## config.mk

```make
export PLATFORM = sky130hd
export DESIGN_NAME = data_mem_arbiter_flat
export DESIGN_NICKNAME = d
export VERILOG_FILES = /design/src/rtl/data_mem_arbiter_if.sv /design/src/rtl/data_mem_arbiter.sv /design/src/flat_wrapper.sv
export SDC_FILE = /design/constraint.sdc
export NUM_CORES = 1
export LEC_CHECK = 0
export ABC_AREA = 1
export ABC_CLOCK_PERIOD_IN_PS = 1300
export BUFFER_PORTS_ARGS = -buffer_cell sky130_fd_sc_hd__buf_2
export CORE_MARGIN = 3
export CORE_UTILIZATION = 31
export CTS_BUF_LIST = sky130_fd_sc_hd__clkbuf_8
export CTS_CLUSTER_DIAMETER = 30
export DETAILED_ROUTE_END_ITERATION = 6
export GPL_TIMING_DRIVEN = 0
export HOLD_SLACK_MARGIN = 0.08
export SYNTH_ARGS = -nofsm -noshare
export SYNTH_HDL_FRONTEND = slang
export SYNTH_SLANG_ARGS = --single-unit
```

## constraint.sdc

```tcl
create_clock -name clk -period 1.3 [get_ports clk]
set_input_delay 0.065 -clock clk [delete_from_list [all_inputs] [get_ports clk]]
set_output_delay 0.065 -clock clk [all_outputs]
set_load 0.01 [all_outputs]
```

## src/rtl/data_mem_arbiter_if.sv

```systemverilog
// rtl/data_mem_arbiter_if.sv - requester and memory-side signal bundle for data_mem_arbiter
interface data_mem_arbiter_if #(
    parameter int DATA_WIDTH = 32,
    parameter int ADDR_WIDTH = 10
);
    logic                  cpu_req;
    logic                  cpu_we;
    logic [ADDR_WIDTH-1:0] cpu_addr;
    logic [DATA_WIDTH-1:0] cpu_wdata;
    logic                  cpu_ack;
    logic [DATA_WIDTH-1:0] cpu_rdata;
    logic                  io_req;
    logic                  io_we;
    logic [ADDR_WIDTH-1:0] io_addr;
    logic [DATA_WIDTH-1:0] io_wdata;
    logic                  io_ack;
    logic [DATA_WIDTH-1:0] io_rdata;
    logic                  mem_en;
    logic                  mem_we;
    logic [ADDR_WIDTH-1:0] mem_addr;
    logic [DATA_WIDTH-1:0] mem_wdata;
    logic [DATA_WIDTH-1:0] mem_rdata;
    logic                  grant_io;

    modport slave (
        input  cpu_req, cpu_we, cpu_addr, cpu_wdata,
        input  io_req, io_we, io_addr, io_wdata,
        input  mem_rdata,
        output cpu_ack, cpu_rdata, io_ack, io_rdata,
        output mem_en, mem_we, mem_addr, mem_wdata, grant_io
    );

    modport master (
        output cpu_req, cpu_we, cpu_addr, cpu_wdata,
        output io_req, io_we, io_addr, io_wdata,
        output mem_rdata,
        input  cpu_ack, cpu_rdata, io_ack, io_rdata,
        input  mem_en, mem_we, mem_addr, mem_wdata, grant_io
    );
endinterface

```

## src/rtl/data_mem_arbiter.sv

```systemverilog
// rtl/data_mem_arbiter.sv - CPU/IO sharing of the single-port data RAM, round-robin or
// CPU-priority with IO starvation guard when ARB_CPU_PRIORITY_EN is defined
module data_mem_arbiter #(
    parameter int DATA_WIDTH = 32,
    parameter int ADDR_WIDTH = 10,
    parameter int MAX_WAIT   = 4
) (
    input logic               clk,
    input logic               reset,
    data_mem_arbiter_if.slave bus
);
    typedef enum logic [1:0] {
        IDLE  = 2'd0,
        ISSUE = 2'd1,
        RESP  = 2'd2
    } state_t;

    if (MAX_WAIT < 1) begin : g_max_wait_check
        $error("MAX_WAIT must be at least 1");
    end

    state_t                state_q, state_d;
    logic                  mem_en_q, mem_en_d;
    logic                  mem_we_q, mem_we_d;
    logic [ADDR_WIDTH-1:0] mem_addr_q, mem_addr_d;
    logic [DATA_WIDTH-1:0] mem_wdata_q, mem_wdata_d;
    logic                  rd_q, rd_d;
    logic                  grant_io_q, grant_io_d;
    logic                  last_grant_q, last_grant_d;
    logic                  cpu_ack_q, cpu_ack_d;
    logic                  io_ack_q, io_ack_d;
    logic [DATA_WIDTH-1:0] cpu_rdata_q, cpu_rdata_d;
    logic [DATA_WIDTH-1:0] io_rdata_q, io_rdata_d;
    logic                  any_req;
    logic                  capture;
    logic                  pick_io;
    logic                  sel_we;

    assign any_req = bus.cpu_req | bus.io_req;
    assign sel_we  = pick_io ? bus.io_we : bus.cpu_we;

`ifdef ARB_CPU_PRIORITY_EN
    localparam int                  WAIT_W     = $clog2(MAX_WAIT + 1);
    localparam logic [WAIT_W-1:0]   WAIT_LIMIT = WAIT_W'(MAX_WAIT);

    logic [WAIT_W-1:0] wait_q, wait_d;
    logic              both_req;

    assign both_req = bus.cpu_req & bus.io_req;
    // CPU wins ties until IO has lost MAX_WAIT of them in a row
    assign pick_io  = bus.io_req & (~bus.cpu_req | (wait_q == WAIT_LIMIT));

    always_comb begin
        wait_d = wait_q;
        if (capture) begin
            if (pick_io) begin
                wait_d = '0;
            end else if (both_req && (wait_q != WAIT_LIMIT)) begin
                wait_d = wait_q + 1'b1;
            end
        end
    end

    always_ff @(posedge clk or negedge reset) begin
        if (!reset) begin
            wait_q <= '0;
        end else begin
            wait_q <= wait_d;
        end
    end
`else
    assign pick_io = bus.io_req & (~bus.cpu_req | ~last_grant_q);
`endif

    always_comb begin
        state_d      = state_q;
        mem_en_d     = 1'b0;
        mem_we_d     = 1'b0;
        mem_addr_d   = mem_addr_q;
        mem_wdata_d  = mem_wdata_q;
        rd_d         = rd_q;
        grant_io_d   = grant_io_q;
        last_grant_d = last_grant_q;
        cpu_ack_d    = 1'b0;
        io_ack_d     = 1'b0;
        cpu_rdata_d  = cpu_rdata_q;
        io_rdata_d   = io_rdata_q;
        capture      = 1'b0;

        case (state_q)
            IDLE: begin
                capture = any_req;
            end
            ISSUE: begin
                state_d   = RESP;
                cpu_ack_d = ~grant_io_q;
                io_ack_d  = grant_io_q;
            end
            RESP: begin
                state_d = IDLE;
                capture = any_req;
                if (rd_q) begin
                    if (grant_io_q) begin
                        io_rdata_d = bus.mem_rdata;
                    end else begin
                        cpu_rdata_d = bus.mem_rdata;
                    end
                end
            end
            default: begin
                state_d = IDLE;
            end
        endcase

        if (capture) begin
            state_d      = ISSUE;
            mem_en_d     = 1'b1;
            mem_we_d     = sel_we;
            mem_addr_d   = pick_io ? bus.io_addr : bus.cpu_addr;
            mem_wdata_d  = pick_io ? bus.io_wdata : bus.cpu_wdata;
            rd_d         = ~sel_we;
            grant_io_d   = pick_io;
            last_grant_d = pick_io;
        end
    end

    // last_grant starts at IO so the CPU takes the first tie after reset
    always_ff @(posedge clk or negedge reset) begin
        if (!reset) begin
            state_q      <= IDLE;
            mem_en_q     <= 1'b0;
            mem_we_q     <= 1'b0;
            mem_addr_q   <= '0;
            mem_wdata_q  <= '0;
            rd_q         <= 1'b0;
            grant_io_q   <= 1'b0;
            last_grant_q <= 1'b1;
            cpu_ack_q    <= 1'b0;
            io_ack_q     <= 1'b0;
            cpu_rdata_q  <= '0;
            io_rdata_q   <= '0;
        end else begin
            state_q      <= state_d;
            mem_en_q     <= mem_en_d;
            mem_we_q     <= mem_we_d;
            mem_addr_q   <= mem_addr_d;
            mem_wdata_q  <= mem_wdata_d;
            rd_q         <= rd_d;
            grant_io_q   <= grant_io_d;
            last_grant_q <= last_grant_d;
            cpu_ack_q    <= cpu_ack_d;
            io_ack_q     <= io_ack_d;
            cpu_rdata_q  <= cpu_rdata_d;
            io_rdata_q   <= io_rdata_d;
        end
    end

    assign bus.mem_en    = mem_en_q;
    assign bus.mem_we    = mem_we_q;
    assign bus.mem_addr  = mem_addr_q;
    assign bus.mem_wdata = mem_wdata_q;
    assign bus.grant_io  = grant_io_q;
    assign bus.cpu_ack   = cpu_ack_q;
    assign bus.io_ack    = io_ack_q;
    // RAM data only arrives during RESP, so the ack cycle forwards it while it is registered
    assign bus.cpu_rdata = (state_q == RESP && rd_q && !grant_io_q) ? bus.mem_rdata : cpu_rdata_q;
    assign bus.io_rdata  = (state_q == RESP && rd_q &&  grant_io_q) ? bus.mem_rdata : io_rdata_q;
endmodule

```

## src/flat_wrapper.sv

```systemverilog
// flat-port wrapper written by rule: the top's interface ports become plain ports
module data_mem_arbiter_flat 
#(
    parameter int DATA_WIDTH = 32,
    parameter int ADDR_WIDTH = 10,
    parameter int MAX_WAIT   = 4
)
  (clk, reset, bus_cpu_req, bus_cpu_we, bus_cpu_addr, bus_cpu_wdata, bus_io_req, bus_io_we, bus_io_addr, bus_io_wdata, bus_mem_rdata, bus_cpu_ack, bus_cpu_rdata, bus_io_ack, bus_io_rdata, bus_mem_en, bus_mem_we, bus_mem_addr, bus_mem_wdata, bus_grant_io);
  data_mem_arbiter_if #(.DATA_WIDTH(DATA_WIDTH), .ADDR_WIDTH(ADDR_WIDTH)) bus_i ();
  input logic clk;
  input logic reset;
  input wire logic [$bits(bus_i.cpu_req)-1:0] bus_cpu_req;
  input wire logic [$bits(bus_i.cpu_we)-1:0] bus_cpu_we;
  input wire logic [$bits(bus_i.cpu_addr)-1:0] bus_cpu_addr;
  input wire logic [$bits(bus_i.cpu_wdata)-1:0] bus_cpu_wdata;
  input wire logic [$bits(bus_i.io_req)-1:0] bus_io_req;
  input wire logic [$bits(bus_i.io_we)-1:0] bus_io_we;
  input wire logic [$bits(bus_i.io_addr)-1:0] bus_io_addr;
  input wire logic [$bits(bus_i.io_wdata)-1:0] bus_io_wdata;
  input wire logic [$bits(bus_i.mem_rdata)-1:0] bus_mem_rdata;
  output wire logic [$bits(bus_i.cpu_ack)-1:0] bus_cpu_ack;
  output wire logic [$bits(bus_i.cpu_rdata)-1:0] bus_cpu_rdata;
  output wire logic [$bits(bus_i.io_ack)-1:0] bus_io_ack;
  output wire logic [$bits(bus_i.io_rdata)-1:0] bus_io_rdata;
  output wire logic [$bits(bus_i.mem_en)-1:0] bus_mem_en;
  output wire logic [$bits(bus_i.mem_we)-1:0] bus_mem_we;
  output wire logic [$bits(bus_i.mem_addr)-1:0] bus_mem_addr;
  output wire logic [$bits(bus_i.mem_wdata)-1:0] bus_mem_wdata;
  output wire logic [$bits(bus_i.grant_io)-1:0] bus_grant_io;
  assign bus_i.cpu_req = bus_cpu_req;
  assign bus_i.cpu_we = bus_cpu_we;
  assign bus_i.cpu_addr = bus_cpu_addr;
  assign bus_i.cpu_wdata = bus_cpu_wdata;
  assign bus_i.io_req = bus_io_req;
  assign bus_i.io_we = bus_io_we;
  assign bus_i.io_addr = bus_io_addr;
  assign bus_i.io_wdata = bus_io_wdata;
  assign bus_i.mem_rdata = bus_mem_rdata;
  assign bus_cpu_ack = bus_i.cpu_ack;
  assign bus_cpu_rdata = bus_i.cpu_rdata;
  assign bus_io_ack = bus_i.io_ack;
  assign bus_io_rdata = bus_i.io_rdata;
  assign bus_mem_en = bus_i.mem_en;
  assign bus_mem_we = bus_i.mem_we;
  assign bus_mem_addr = bus_i.mem_addr;
  assign bus_mem_wdata = bus_i.mem_wdata;
  assign bus_grant_io = bus_i.grant_io;
  data_mem_arbiter #(.DATA_WIDTH(DATA_WIDTH), .ADDR_WIDTH(ADDR_WIDTH), .MAX_WAIT(MAX_WAIT)) u_core (.clk(clk), .reset(reset), .bus(bus_i));
endmodule
```

==> impl_metrics.csv, run 1 <==
group,metric,value,unit
clock_tree,cts.path.max_buffers,2,
global_route,antenna_found_initial,0,
timing,relSlewSlack,70.3,%
global_route,grt_max_degree,87,
timing,min_period,1.82,ns
yosys,netlist_instances,660,
critical_path,worstReg2RegEnd,"u_core.cpu_rdata_q[18]",
critical_path,rr_worst_depth,10,
cells_and_area,multiInputGateArea,2600,um^2
yosys,synth.distinct_cells,20,
cells_and_area,diodes,0,
routing,firstDrtPassIters,5,
die,fp-row-count,47,
clock_tree,cts_tree,"yes",
run_status,status,"finished with violations",
yosys,yosysTopAreaCell,"dfrtp_1",
clock_tree,h-tree-depth,4,
die,start_util,31.9,%
placed_design,dp.cells,1112,
yosys,synth_adder_area_share,0,%
yosys,ys_async_sr_fraction,100,%
clock_tree,cts-root-buf,"clkbuf_8",
yosys,synthTopCellsByCount,"nand2_1, dfrtp_1, nand3_1",
yosys,ys_top_cells_by_area,"dfrtp_1, nand2_1, nand3_1",
clock_tree,numCtsBuffers,17,
yosys,synth_warnings,0,
placed_design,portBuffers,231,
routing,wirelength,20900,um
die,core_area,16700,um^2
critical_path,cp.arrival,1.76,ns
global_route,grt_pass1_wl,30200,um
die,fp.dieArea,18800,um^2
critical_path,r2r-start,"u_core.state_q[1]",
global_route,gr-total-overflow,0,
critical_path,cp_max_fo,5,
cells_and_area,final_cells,1318,
yosys,synth_compound_area_share,0.0939,%
timing,fin_setup_tns,-32.91,ns
clock_tree,clkTransAtPathRegs,0.07,ns
yosys,yosys.area.top_type_share,53.5,%
cells_and_area,ff_latch_area,2880,um^2
yosys,muxShareOfSynthArea,0,%
yosys,yosys.area_share.simple,38.2,%
power_and_ir_drop,irDropWorstVdd,1.02,mV
critical_path,end_kind,"output port",
timing,final_max_slew_viol_count,0,
clock_tree,cts_sinks,115,
yosys,synth_flop_cell,"dfrtp_1",
job,maxCapViolCount,0,
routing,postRouteAntennaNets,0,
routing,vias,6159,
run_status,violations,"setup timing",
yosys,synth.net_count,782,
timing,fin_skew,0.0108,ns
die,io_pins,233,
critical_path,critical_path_class,"register to output port",
critical_path,crit_required,1.24,ns
clock_tree,clock_latency,0.43,ns
routing,wl_per_cell,15.9,um
yosys,synth_top_family_by_area,"simple AND/OR/NAND/NOR gates",
placed_design,gp_congestion,0.790,
timing,fin_crit_sh,140,%
yosys,syn_avg_cell_area,8.08,um^2
routing,drt_drc_violations_left,0,
yosys,synth_xor_area_share,0,%
timing,whs,0.0636,ns
placed_design,hpwlAfterDp,12100,um
timing,finalWorstSetupSlack,-0.524,ns
timing,setup_viol,91,
timing,grt_setup_unrepaired,"yes",
cells_and_area,fillers,1402,
timing,hold_viol,0,
routing,vias_per_cell,4.67,
routing,drt_iter0_drc,286,
cells_and_area,area_growth,83.7,%
cells_and_area,drive_gt1_share,43.0,%
die,fp.dieW,137,um
power_and_ir_drop,pwr_density_cell,1610,nW/um^2
power_and_ir_drop,p_leak,5.25,nW
die,fp.dieH,137,um
cells_and_area,fin_nets,1207,
global_route,grt.total_usage,20.5,%
timing,fmax,548,MHz
global_route,grt_pass1_vias,6085,
yosys,yosysMostFrequentCell,"nand2_1",
yosys,syn-cell-area,5330,um^2
critical_path,rrSetupSlack,-0.28,ns
critical_path,start_kind,"register",
yosys,ys_ff_latch,115,
yosys,synth-edff-count,0,
yosys,yosysSeqAreaShare,54.0,%
worst_hold_path,hp-class,"input port to async pin",
timing,worst_pin_slew,0.446,ns
registers in the layout (all words and copies together) (netlist names), 2 cells and up:
name and count:
u_core.bus.mem_wdata 32, u_core.cpu_rdata_q 32, u_core.io_rdata_q 32, u_core.bus.mem_addr 10
u_core.state_q 2
what timing repair did:
item | in CTS | in global routing
endpoints found under the hold margin | 222 | 7
buffers inserted | 28 | 13
gates resized for setup | 86 | 148
hold buffers | 122 | 1
cloned | 2 | 8
setup endpoints to repair | 169 | 169
pin swaps | 31 | 34
through the flow:
step | total power [mW] | utilization (%) | cell area, um^2 | setup WS, ns
6_report | 15.8 | 58.7 | 9800 | -0.524
5_1_grt | 16.9 | 58.7 | 9800 | -0.642
4_1_cts | 14.8 | 53.6 | 8950 | -0.566
3_5_place_dp | 10.4 | 40.7 | 6800 | -0.354
3_3_place_gp | 10.3 | 40.5 | 6760 | -1.39
2_1_floorplan | 8.10 | - | 5330 | 0.0543
layout by cell type (no fill, tap or decap):
cell	count
clkbuf_4	3
nand3_4	1
clkbuf_1	2
clkbuf_2	2
nor2_1	3
nor2_8	1
buf_4	44
buf_16	1
buf_12	2
clkbuf_16	6
nor2_4	2
bufinv_16	2
nand2_2	40
inv_1	47
inv_4	2
nand3b_1	42
dfrtp_1	113
dlygate4sd3_1	123
dfstp_2	1
nand2_8	2
nand3_2	55
clkinv_2	4
nor3_1	2
buf_2	215
buf_8	10
clkinvlp_4	3
o21ai_0	1
clkbuf_8	21
nand2_1	241
buf_6	37
nand2_4	17
dfrtp_2	1
nand3_1	52
power breakdown:
part           switching (mW)  internal, mW  total (mW)
Sequential              0.471          4.91        5.38
Clock                    1.46          1.88        3.33
Combinational            3.78          3.30        7.09
Total                    5.71          10.1        15.8
routing by layer:
metal | up-vias | share of wire, % | GRT usage, %
li1 | 2940 | - | -
met1 | 2898 | 42 | 25.6
met2 | 288 | 48 | 32.9
met3 | 33 | 8.1 | 6.84
met4 | 0 | 2.1 | 7.93
met5 | - | 0 | 0
logic make-up (layout without fill, tap and decap cells):
| kind of cell | Yosys count | in the layout |
|---|---|---|
| AO/OA/AOI/OAI | 1 | 1 |
| buffers and inverters | 88 | 524 |
| flip-flops | 115 | 115 |
| AND/OR/NAND/NOR | 456 | 458 |
worst max path at each step:
| stage | start | to | slack (ns) | depth (start not counted) |
|---|---|---|---|---|
| floorplan | u_core.bus.grant_io | bus_cpu_rdata[10] | 0.05 | 5 |
| global placement | reset | u_core.bus.mem_addr[0] | -1.39 | 1 |
| detailed placement | u_core.bus.grant_io | bus_cpu_rdata[11] | -0.35 | 6 |
| CTS | u_core.state_q[1] | bus_io_rdata[16] | -0.57 | 8 |
| global route | u_core.state_q[1] | bus_cpu_rdata[17] | -0.64 | 8 |
| finish | u_core.state_q[1] | bus_cpu_rdata[17] | -0.52 | 8 |
cell type report:
class | instances | area share [%]
repair buffers | 404 | 31.3
flip-flops and latches | 115 | 29.4
multi-input cells | 459 | 26.5
plain buffers | 41 | 4.02
clock buffers | 21 | 2.95
well taps | 220 | 2.81
inverters | 47 | 1.85
clock inverters | 11 | 1.12
worst max-delay path: stages, from the launching register on:
cell and delay (ns):
dfrtp_1 0.41, nand2_2 0.08, nor2_4 0.13, buf_8 0.14
buf_6 0.13, buf_8 0.13, nand3_2 0.09, nand2_1 0.09
buf_2 0.13
Power figures use the tool's default switching activity.
==> inputs of run 2 (changes only) <==
--- a/config.mk
+++ b/config.mk
@@ -10,7 +10,7 @@
 export BUFFER_PORTS_ARGS = -buffer_cell sky130_fd_sc_hd__buf_2
 export CORE_MARGIN = 3
 export CORE_UTILIZATION = 31
-export CTS_BUF_LIST = sky130_fd_sc_hd__clkbuf_8
+export CTS_BUF_LIST = sky130_fd_sc_hd__clkbuf_4 sky130_fd_sc_hd__clkbuf_8
 export CTS_CLUSTER_DIAMETER = 30
 export DETAILED_ROUTE_END_ITERATION = 6
 export GPL_TIMING_DRIVEN = 0
==> run 2 against run 1 <==
  * The run still ends with setup timing left
  * Via count down 1.3%
  * Clock skew up 0.0021 ns
  * Sequential power about the same
  * Largest cell class unchanged
  * Highest routed layer unchanged
==> impl_metrics.csv, run 2 (synthesis results as in run 1) <==
group,metric,value,unit
run_status,status,"finished with violations",
run_status,violations,"setup timing",
global_route,grt_pass1_vias,6088,
die,core_area,16700,um^2
job,maxCapViolCount,0,
routing,vias_per_cell,4.61,
global_route,antenna_found_initial,0,
timing,fin_skew,0.0129,ns
cells_and_area,diodes,0,
die,io_pins,233,
critical_path,rrSetupSlack,-0.30,ns
clock_tree,cts.path.max_buffers,2,
clock_tree,cts_tree,"yes",
clock_tree,cts_sinks,115,
critical_path,critical_path_class,"register to output port",
clock_tree,clock_latency,0.44,ns
die,fp.dieW,137,um
routing,drt_iter0_drc,292,
timing,grt_setup_unrepaired,"yes",
critical_path,cp_num_buf_inv,4,
clock_tree,numCtsBuffers,17,
critical_path,end_kind,"output port",
cells_and_area,area_growth,83.0,%
cells_and_area,layout_commonest_cell,"nand2_1",
worst_hold_path,hp-class,"input port to async pin",
critical_path,crit_end,"bus_cpu_rdata[17]",
routing,firstDrtPassIters,5,
power_and_ir_drop,irDropWorstVdd,1.05,mV
cells_and_area,drive_gt1_share,42.5,%
timing,relSlewSlack,69.1,%
critical_path,rr_worst_depth,8,
timing,fmax,538,MHz
die,fp.dieArea,18800,um^2
critical_path,slowest_stage,"dfrtp_1",
timing,fin_setup_tns,-32.92,ns
placed_design,pre_cts_slack,-0.354,ns
power_and_ir_drop,p_leak,5.24,nW
critical_path,crit_start,"u_core.bus.grant_io",
critical_path,worstReg2RegEnd,"u_core.cpu_rdata_q[18]",
routing,drt_drc_violations_left,0,
timing,finalWorstSetupSlack,-0.557,ns
placed_design,gp_congestion,0.790,
critical_path,start_kind,"register",
timing,final_max_slew_viol_count,0,
placed_design,hpwlAfterDp,12100,um
critical_path,crit_family,"buffers and inverters",
power_and_ir_drop,pwr_density_cell,1620,nW/um^2
global_route,grt_pass1_wl,30200,um
global_route,grt.total_usage,20.5,%
clock_tree,h-tree-depth,4,
critical_path,cp_cell_sequence,"clkbuf_4 -> inv_6 -> buf_4 -> nand3_2 -> nand2_1 -> buf_2",
timing,worst_pin_slew,0.463,ns
timing,setup_viol,92,
routing,postRouteAntennaNets,0,
global_route,gr-total-overflow,0,
cells_and_area,mostFrequentLayoutCells,"nand2_1, buf_2, dlygate4sd3_1, dfrtp_1, nand3_1",
die,fp.dieH,137,um
critical_path,cp_slowest_stage_delay,0.42,ns
critical_path,crit_required,1.24,ns
critical_path,cp_max_fo,10,
placed_design,portBuffers,231,
timing,hold_viol,0,
die,start_util,31.9,%
routing,wirelength,20600,um
routing,vias,6079,
timing,fin_crit_sh,143,%
critical_path,cp.arrival,1.79,ns
critical_path,critical_path_depth,6,
timing,min_period,1.86,ns
clock_tree,clkTransAtPathRegs,0.07,ns
routing,wl_per_cell,15.6,um
power_and_ir_drop,fin_total_pwr,15.8,mW
cells_and_area,fin_nets,1207,
clock_tree,cts-root-buf,"clkbuf_8",
die,fp-row-count,47,
global_route,grt_max_degree,87,
critical_path,r2r-start,"u_core.bus.grant_io",
-- run 2: changes by cell type in the layout (fill, tap and decap cells not counted), sizes merged --
| cell | previous run | this run |
|---|---|---|
| clkbuf | 34 | 36 |
| inv | 49 | 47 |
-- run 2: routing by layer --
layer	up-vias	track usage, %	wire length (um)
met3	42	6.91	1770
li1	2940	-	-
met4	0	7.93	450
met5	-	0	0
met2	292	32.9	9640
met1	2805	25.5	8730
-- run 2: timing repair --
item                                   CTS  global route
hold buffers                           122             1
setup endpoints to repair              169           169
setup buffers                           28            14
gates resized for setup                 86           147
endpoints found under the hold margin  222             7
pin swaps                               31            31
cloned                                   2             7
-- run 2: worst min-delay path by stage --
stage / start / to / slack, ns / depth (start not counted)
after floorplan: reset / u_core.bus.cpu_ack / -0.23 / 0
after global placement: bus_mem_rdata[0] / u_core.io_rdata_q[0] / 0.34 / 3
final: reset / u_core.bus.mem_wdata[3] / 0.06 / 2
after CTS: reset / u_core.cpu_rdata_q[8] / 0.05 / 2
after detailed placement: reset / u_core.cpu_rdata_q[8] / -0.04 / 1
after global routing: reset / u_core.io_rdata_q[5] / 0.05 / 2
-- run 2: cell type report --
type | count | area, um^2
clock buffer | 23 | 304
tap | 220 | 275
multi-input combinational | 459 | 2560
buffer | 41 | 412
sequential | 115 | 2880
clock inverter | 9 | 103
timing repair buffer | 404 | 3040
inverter | 47 | 184
fill | 1412 | 6940
-- run 2: through the flow --
step / std cells / instance area (um^2) / hold WS, ns / util [%]
3_3_place_gp: 1111 / 6760 / 0.343 / 40.5
5_1_grt: 1318 / 9760 / 0.0493 / 58.4
4_1_cts: 1296 / 8960 / 0.0499 / 53.7
2_1_floorplan: 660 / 5330 / -0.231 / -
3_5_place_dp: 1112 / 6800 / -0.0360 / 40.7
6_report: 1318 / 9760 / 0.0614 / 58.4
-- run 2: report_power, final --
group          internal [mW]  leakage, nW  switching, mW
clock                   1.94        0.205           1.46
combinational           3.28         3.66           3.73
sequential              4.91         1.38          0.474
total                   10.1         5.24           5.67
